## src/rtl/ser_pkg.sv

```systemverilog
// Shared types and constants for the ser_gen serializer.
// SER_GEN_PARITY_EN adds one even-parity beat per word.
package ser_pkg;

  typedef enum logic [0:0] {
    StIdle  = 1'b0,
    StShift = 1'b1
  } ser_state_e;

`ifdef SER_GEN_PARITY_EN
  localparam int unsigned ParityBeat = 1;
`else
  localparam int unsigned ParityBeat = 0;
`endif

  // Beats needed to send one word, including the optional parity beat.
  function automatic int unsigned beats_per_word(int unsigned data_w, int unsigned lanes);
    return data_w / lanes + ParityBeat;
  endfunction

endpackage

```

## src/rtl/ser_hold_reg.sv

```systemverilog
// Single-entry holding register in front of the serializer shift register.
// Ready stays low until one edge after reset has been released.
module ser_hold_reg #(
  parameter int unsigned DATA_W = 8
) (
  input  logic              clk_i,
  input  logic              rst_ni,
  input  logic [DATA_W-1:0] in_data_i,
  input  logic              in_valid_i,
  output logic              in_ready_o,
  input  logic              pop_i,
  output logic [DATA_W-1:0] out_data_o,
  output logic              full_o
);

  logic              full_q;
  logic              ready_en_q;
  logic [DATA_W-1:0] data_q;
  logic              push;

  assign in_ready_o = ready_en_q & ~full_q;
  assign push       = in_valid_i & in_ready_o;
  assign out_data_o = data_q;
  assign full_o     = full_q;

  // push requires an empty register and pop a full one, so they never coincide
  always_ff @(posedge clk_i) begin
    if (!rst_ni) begin
      full_q     <= 1'b0;
      ready_en_q <= 1'b0;
    end else begin
      ready_en_q <= 1'b1;
      if (push) begin
        full_q <= 1'b1;
      end else if (pop_i) begin
        full_q <= 1'b0;
      end
    end
  end

  always_ff @(posedge clk_i) begin
    if (push) begin
      data_q <= in_data_i;
    end
  end

endmodule

```

## src/rtl/ser_gen.sv

```systemverilog
// Parallel-to-serial generator: LANES bits per beat, two-word buffering.
// Define SER_GEN_PARITY_EN to append an even-parity beat to every word.
module ser_gen
  import ser_pkg::*;
#(
  parameter int unsigned DATA_W    = 8,
  parameter int unsigned LANES     = 1,
  parameter bit          MSB_FIRST = 1'b1,
  parameter bit          IDLE_BIT  = 1'b0
) (
  input  logic              clock_160,
  input  logic              reset,
  input  logic              enable,
  input  logic [DATA_W-1:0] data_in,
  input  logic              data_valid,
  output logic              data_ready,
  output logic [LANES-1:0]  data_out,
  output logic              frame_start,
  output logic              busy
);

  localparam int unsigned NSlices = DATA_W / LANES;
  localparam int unsigned Beats   = beats_per_word(DATA_W, LANES);
  localparam int unsigned CntW    = $clog2(Beats + 1);

  if ((DATA_W < 2) || (DATA_W > 64) || ((DATA_W % LANES) != 0)) begin : g_param_check
    $error("ser_gen: DATA_W must be 2..64 and divisible by LANES");
  end

  ser_state_e        state_q, state_d;
  logic [CntW-1:0]   cnt_q, cnt_d;
  logic [DATA_W-1:0] sh_q, sh_d, sh_next;
  logic [LANES-1:0]  beat_data;
  logic [DATA_W-1:0] hold_data;
  logic              hold_full;
  logic              hold_pop;
  logic              last_beat;
  logic              load;

`ifdef SER_GEN_PARITY_EN
  logic par_q, par_d;
`endif

  ser_hold_reg #(
    .DATA_W(DATA_W)
  ) u_hold (
    .clk_i     (clock_160),
    .rst_ni    (reset),
    .in_data_i (data_in),
    .in_valid_i(data_valid),
    .in_ready_o(data_ready),
    .pop_i     (hold_pop),
    .out_data_o(hold_data),
    .full_o    (hold_full)
  );

  // The outgoing slice always sits at the leading end of the shift register.
  if (MSB_FIRST) begin : g_msb
    assign beat_data = sh_q[DATA_W-1 -: LANES];
    assign sh_next   = sh_q << LANES;
  end else begin : g_lsb
    assign beat_data = sh_q[LANES-1:0];
    assign sh_next   = sh_q >> LANES;
  end

  assign last_beat = (cnt_q == CntW'(Beats - 1));

  always_comb begin
    state_d  = state_q;
    cnt_d    = cnt_q;
    sh_d     = sh_q;
    hold_pop = 1'b0;
    load     = 1'b0;
`ifdef SER_GEN_PARITY_EN
    par_d    = par_q;
`endif
    unique case (state_q)
      StIdle: begin
        if (enable && hold_full) begin
          load = 1'b1;
        end
      end
      StShift: begin
        if (enable) begin
          if (last_beat) begin
            cnt_d = '0;
            if (hold_full) begin
              load = 1'b1;
            end else begin
              state_d = StIdle;
            end
          end else begin
            cnt_d = cnt_q + CntW'(1);
            sh_d  = sh_next;
          end
        end
      end
      default: state_d = StIdle;
    endcase
    if (load) begin
      state_d  = StShift;
      cnt_d    = '0;
      sh_d     = hold_data;
      hold_pop = 1'b1;
`ifdef SER_GEN_PARITY_EN
      par_d    = ^hold_data;
`endif
    end
  end

  always_ff @(posedge clock_160) begin
    if (!reset) begin
      state_q <= StIdle;
      cnt_q   <= '0;
      sh_q    <= '0;
    end else begin
      state_q <= state_d;
      cnt_q   <= cnt_d;
      sh_q    <= sh_d;
    end
  end

`ifdef SER_GEN_PARITY_EN
  always_ff @(posedge clock_160) begin
    if (!reset) begin
      par_q <= 1'b0;
    end else begin
      par_q <= par_d;
    end
  end
`endif

  always_comb begin
    data_out = {LANES{IDLE_BIT}};
    if (state_q == StShift) begin
      data_out = beat_data;
`ifdef SER_GEN_PARITY_EN
      if (cnt_q == CntW'(NSlices)) begin
        data_out    = {LANES{IDLE_BIT}};
        data_out[0] = par_q;
      end
`endif
    end
  end

  assign frame_start = (state_q == StShift) && (cnt_q == '0) && enable;
  assign busy        = (state_q == StShift) || hold_full;

endmodule

```

## config.mk

```make
export PLATFORM = sky130hd
export DESIGN_NAME = ser_gen
export DESIGN_NICKNAME = d
export VERILOG_FILES = /design/src/rtl/ser_pkg.sv /design/src/rtl/ser_hold_reg.sv /design/src/rtl/ser_gen.sv
export SDC_FILE = /design/constraint.sdc
export NUM_CORES = 1
export LEC_CHECK = 0
export CAP_MARGIN = 25
export CORE_MARGIN = 5
export CORE_UTILIZATION = 45
export CTS_BUF_LIST = sky130_fd_sc_hd__clkbuf_16
export DETAILED_ROUTE_END_ITERATION = 12
export HOLD_SLACK_MARGIN = 0.08
export PLACE_DENSITY = 0.68
export REMOVE_ABC_BUFFERS = 1
export SLEW_MARGIN = 20
export SYNTH_ARGS = -nofsm -noshare
export SYNTH_HDL_FRONTEND = slang
export SYNTH_HIERARCHICAL = 1
export SYNTH_SLANG_ARGS = --single-unit
```

## constraint.sdc

```tcl
create_clock -name clock_160 -period 3.1 [get_ports clock_160]
set_input_delay 0.465 -clock clock_160 [delete_from_list [all_inputs] [get_ports clock_160]]
set_output_delay 0.465 -clock clock_160 [all_outputs]
set_load 0.01 [all_outputs]
```

# ---- Word level (Yosys, flattened, before mapping)
# Cells that the tools add are included.
dict set report word_totals {
  register_bits 23
  latch_bits 0
  mem_bits_rw 0
  romBits 0
  inputBits 12
  out_inout_bits 4
  word_cells 44
  mem_count 0
}
dict set report classes {
  n_addsub 1
  multipliers 0
  div 0
  n_lt_le_gt_ge 0
  eq_ne 2
  n_shift 0
  mux 19
  bitwise 5
  reduce_logical 11
}
# operator n
set ops {}
lappend ops {{$mux W8} 4}
lappend ops {{$mux W1} 13}
lappend ops {{$reduce_bool A2 Y1} 3}
lappend ops {{$add A4 B1 Y4 const B} 1}
lappend ops {{$eq A4 B3 Y1 const B} 1}
lappend ops {{$logic_not A4 Y1} 1}
lappend ops {{$mux W4} 1}
lappend ops {{$logic_and A1 B1 Y1} 3}
lappend ops {{$not A1 Y1} 3}
lappend ops {{$reduce_and A3 Y1} 1}
lappend ops {{$and A1 B1 Y1} 2}
lappend ops {{$ne A2 B1 Y1 const B} 1}
lappend ops {{$pmux W1 S2} 1}
lappend ops {{$reduce_and A2 Y1} 1}
lappend ops {{$reduce_or A2 Y1} 1}
lappend ops {{$logic_or A1 B1 Y1} 1}

# ---- Longest topological paths before layout
dict set report depth {
  ltp_word 7
  depth_mapped 6
  ltp_nobuf 5
}

# ---- Modules after synthesis
# Netlist, hierarchy kept.
# mod n_inst cells_each area_each_um2 seq_area_each_um2
set by_module_without_submodules {}
lappend by_module_without_submodules {ser_gen 1 88 822.0 260.2}
lappend by_module_without_submodules {ser_hold_reg 1 14 312.8 280.3}

# ---- Least setup slack after synthesis
# No wires, ideal clock.
dict set report synth_timing {
  kind {reg2reg}
  startpoint {register cnt_q[0]}
  endpoint {register u_hold.full_q, in the netlist u_hold/full_o}
  setup_ns 0.115
  arrival_ns 1.402
  required_ns 2.985
  path_slack_ns 1.582
  path_stages_with_launch 6
  n_path_buf 0
  synth_period_minus_slack_ns 1.518
  cell_sequence {dfxtp_1 ha_1 nand3b_2 a21oi_1 and3b_1 a31o_1}
}
dict set report synth_between {
  elab_chain_cells 6
}
# element line_no
set synth_rtl {}
lappend synth_rtl {{from (decl)} ser_gen.sv:31} ;# logic [CntW-1:0] cnt_q, cnt_d;
lappend synth_rtl {{from (signal assigned)} ser_gen.sv:118} ;# cnt_q <= cnt_d;
lappend synth_rtl {{$eq A4 B3 Y1} ser_gen.sv:66} ;# assign last_beat = (cnt_q == CntW'(Beats - 1));
lappend synth_rtl {{$mux W1} ser_gen.sv:85} ;# if (last_beat) begin
lappend synth_rtl {{$mux W1} ser_gen.sv:84} ;# if (enable) begin
lappend synth_rtl {{$pmux W1 S2} ser_gen.sv:77} ;# unique case (state_q)
lappend synth_rtl {{$mux W1} ser_gen.sv:100} ;# if (load) begin
lappend synth_rtl {{named net hold_pop} ser_gen.sv:36} ;# logic hold_pop;
lappend synth_rtl {{$reduce_bool A2 Y1 (no source line)} n/a}
lappend synth_rtl {{to (signal assigned)} ser_hold_reg.sv:29} ;# full_q <= 1'b0;
lappend synth_rtl {{to (signal assigned)} ser_hold_reg.sv:34} ;# full_q <= 1'b1;
lappend synth_rtl {{to (signal assigned)} ser_hold_reg.sv:36} ;# full_q <= 1'b0;
lappend synth_rtl {{to (decl)} ser_hold_reg.sv:16} ;# logic full_q;
# The timed path passes the listed nets, and every way through them passes these cells.
# A chain may end at the register's enable or synchronous reset.

# ---- Worst setup path in the final report
dict set report layout_timing {
  startpoint {input enable}
  endpoint {output frame_start}
}
dict set report layout_between {
  elab_chain_cells 1
}
# element line_no
set layout_rtl {}
lappend layout_rtl {{from (decl)} ser_gen.sv:13} ;# input logic enable,
lappend layout_rtl {{$logic_and A1 B1 Y1} ser_gen.sv:146} ;# assign frame_start = (state_q == StShift) && (cnt_q == '0) && enable;
lappend layout_rtl {{to (decl)} ser_gen.sv:18} ;# output logic frame_start,
# No other way between the ends.

==> Implementation_results.wiki <==
{| class="wikitable"
! Metric !! Value
|-
| Worst hold path startpoint || sh_q[0]$_SDFFE_PN0P_
|-
| Number of endpoints failing setup at the final stage || 0
|-
| Hold Violations, Final || 0
|-
| Total wire length || 2.08 mm
|-
| Standard cell area after detailed placement || approximately 1200 um2
|-
| Tightest Hold Check Type || reg2reg
|-
| Post CTS Setup Buffer Count || 0
|-
| Number of nets in the final layout || approximately 130
|-
| Fmax || slightly below 400 MHz
|-
| Initial Utilization || between 40 and 50%
|-
| Power per Cell Area || between 500 and 600 nW/um2
|-
| CP Launch Type || input port
|-
| Number of clock buffers inserted by TritonCTS || 3
|-
| Synthesized area || between 1000 and 1500 um2
|-
| Total negative slack || 0 ns
|-
| Initial antenna violation count || 0
|-
| Routed Antenna Nets || 0
|-
| Site Rows || 18
|-
| Distinct cells, synth || 33
|-
| Hold slack final || roughly 0.52 ns
|-
| Post-CTS clock slew at the launch and capture registers of the worst setup and hold paths || approximately 0.060 ns
|-
| Critical Path Sink Type || output port
|-
| Worst setup startpoint || enable
|-
| Detailed-router iteration count before antenna repair || 4
|-
| Area of all placed cells without fillers || 1330 um2
|-
| Worst reg2reg setup slack || approximately 1.3 ns
|-
| Run status || finished, final reports clean
|-
| Mean post-synth cell area || between 10 and 15 um2
|-
| Hold endpoint || sh_q[0]$_SDFFE_PN0P_
|-
| First-pass GRT wire length || 3.55 mm
|-
| Final Cycle Share || 82.4%
|-
| Launching point of the worst reg2reg path || cnt_q[0]$_SDFFE_PP0P_
|-
| CTS tree || yes
|-
| RePlAce Congestion || 0.786
|-
| Routing usage on met1 || around 15%
|-
| Critical Path AT || around 2.1 ns
|-
| Required @ worst endpoint || between 2 and 3 ns
|-
| Overflow left after global routing || 0
|-
| Worst VDD drop || 395 uV
|-
| Gate count of the mapped netlist || ~100
|-
| Detailed-route via count || roughly 900
|-
| Max-Cap Viols || 0
|-
| Filler cell count in the final layout || about 230
|-
| Worst rel slew slack || between 50% and 60%
|-
| Met2 GRT Util || a little under a quarter
|-
| Clock latency reported for the late side of the worst-skew pair || around 0.26 ns
|-
| Setup repair after global routing missed its margin || false
|-
| Number of remaining DRC errors || 0
|-
| Worst-Margin Slew || between 0.6 and 0.7 ns
|-
| Post-CTS sizing || 0
|-
| # hold bufs at CTS || 0
|-
| Wire length per cell || around 14 um
|-
| Floorplan Core Area || around 2500 um2
|-
| Vias/cell || between 6 and 7
|-
| Maximum number of pins on one net before global-route repair || 19
|-
| Die width || roughly 60 um
|-
| Overall Global Routing Usage || about an eighth
|-
| Clock Sinks || 23
|-
| Sequential area share after synthesis || 47.6%
|-
| Vias in the first global route || slightly above 800
|-
| Worst-case reg-to-reg path depth || 5
|-
| CTS max path bufs || 2
|-
| Count of yosys warnings during synthesis || 6
|-
| Capture point of the worst reg-to-reg path || u_hold/full_o$_SDFFE_PN0P_
|-
| Number of non-filler instances in the completed layout || around 140
|-
| Die outline area || ~3600 um2
|-
| Worst Hold Depth || 2
|-
| Fin crit period || around 2.6 ns
|-
| Number of placed I/O pins || 16
|-
| CP Max Fanout || 7
|-
| Met3 usage in global routing || around 3.5%
|-
| Busiest layer in global routing || met2
|-
| Iteration-0 DRC Markers || 23
|-
| Max-slew violations || 0
|-
| Number of cells after detailed placement || 140
|-
| Share of layout cells above drive strength 1 || ~11%
|-
| Die Span Y || about 60 um
|-
| Setup skew after layout || about 0.0033 ns
|-
| Critical Setup Path Class || in2out
|-
| Seq cells post-synth || 23
|-
| Post-DP HPWL || about 1.5 mm
|-
| Buffers added on ports || 15
|-
| Area added between synthesis and finish || 17.2%
|-
| H-tree depth || 1
|-
| Diode count || 0
|-
| Standby leakage power || approximately 0.00044 uW
|-
| Buffer type at the clock tree root || clkbuf_16
|}
cell families after synthesis:
logic type	count (synthesis)	synth area share, %
AO/OA/AOI/OAI	40	27.7
AND/OR/NAND/NOR	24	13.1
flip-flops	23	47.6
buffers and inverters	11	7.72
adder cells (fa/ha/maj)	2	2.20
XOR/XNOR	1	0.772
multiplexers	1	0.882
worst max-delay path: stages:
cell and delay [ns]:
clkdlybuf4s50_1 0.60, nand2_2 0.13, nor4b_1 0.31, clkdlybuf4s50_1 0.59
registers in the layout, summed over array words and instances (netlist names):
name,cells
sh_q,8
state_q,1
cnt_q,4
u_hold/out_data_o,8
u_hold/full_o,1
u_hold/ready_en_q,1
cells in the final DEF, fill, tap and decap left out, drive strengths merged, types with 3 or more instances in the layout:
cell and count:
inv 3, a211oi 8, and2 4, a2bb2oi 7, edfxtp 8, o211ai 9
nand2 9, dfxtp 15, clkbuf 3, a21oi 4, a311oi 8, clkdlybuf4s50 15
through the flow:
step                      utilization [%]  setup slack, ns  power [uW]
after CTS                            54.2            0.545         698
after floorplan                         -             1.52         387
after global routing                 54.2            0.487         718
final                                54.2            0.544         695
after global placement               50.9            0.566         418
after detailed placement             50.9            0.551         420
where the power goes:
group / leakage [uW] / switching (uW) / internal, uW / total, uW
Sequential: 0.000197 / 12.4 / 329 / 342
Clock: 0.0000409 / 108 / 174 / 282
Combinational: 0.000205 / 33.6 / 37.7 / 71.3
Total: 0.000443 / 154 / 541 / 695
layout make-up:
class                           instances  area, um2  share of cell area [%]
Multi-Input combinational cell         68        507                    38.1
Sequential cell                        23        541                    40.6
Clock buffer                            3       75.1                    5.64
Clock inverter                          1       5.00                   0.376
Timing Repair Buffer                   15        150                    11.3
Inverter                                4       15.0                    1.13
Tap cell                               30       37.5                    2.82
synth_stat cells:
| cell | number | area (um2) |
|---|---|---|
| clkbuf_1 | 1 | 3.75 |
| a2bb2oi_1 | 7 | 61.3 |
| and2_2 | 1 | 7.51 |
| clkinv_1 | 1 | 3.75 |
| buf_2 | 1 | 5.00 |
| buf_6 | 3 | 33.8 |
| dfxtp_1 | 15 | 300 |
| and3b_1 | 2 | 17.5 |
| and2_1 | 3 | 18.8 |
| nor2b_2 | 1 | 8.76 |
| a211oi_2 | 1 | 12.5 |
| inv_1 | 3 | 11.3 |
| o21a_1 | 1 | 7.51 |
| nand3b_2 | 1 | 11.3 |
| a31o_1 | 1 | 8.76 |
| nor3_1 | 2 | 10.0 |
| nand2_1 | 7 | 26.3 |
| mux2i_1 | 1 | 10.0 |
| nor4b_1 | 1 | 8.76 |
| edfxtp_1 | 8 | 240 |
| a311oi_1 | 8 | 70.1 |
| a211oi_1 | 7 | 52.6 |
| o21ai_0 | 1 | 5.00 |
| nand3_1 | 2 | 10.0 |
| o21ai_2 | 1 | 8.76 |
| ha_1 | 2 | 25.0 |
| or2_2 | 1 | 6.26 |
| a21oi_1 | 4 | 20.0 |
| xor2_1 | 1 | 8.76 |
| o211ai_1 | 9 | 67.6 |
| nand2_2 | 2 | 12.5 |
| or4_4 | 1 | 11.3 |
| buf_8 | 2 | 30.0 |
worst max-delay path by stage:
stage | end | slack, ns | cells after the start
6_report | frame_start | 0.54 | 4
5_1_grt | frame_start | 0.49 | 4
4_1_cts | frame_start | 0.55 | 4
3_5_place_dp | frame_start | 0.55 | 4
3_3_place_gp | frame_start | 0.57 | 4
2_1_floorplan | frame_start | 1.52 | 2
routing by layer:
metal,part of all wire [%],up-vias,wire (um)
li1,-,426,-
met1,43,417,893
met2,49,27,1020
met3,6.0,5,124
met4,1.9,0,40
met5,0,-,0
Note: power is estimated with default switching activity, not from simulation.
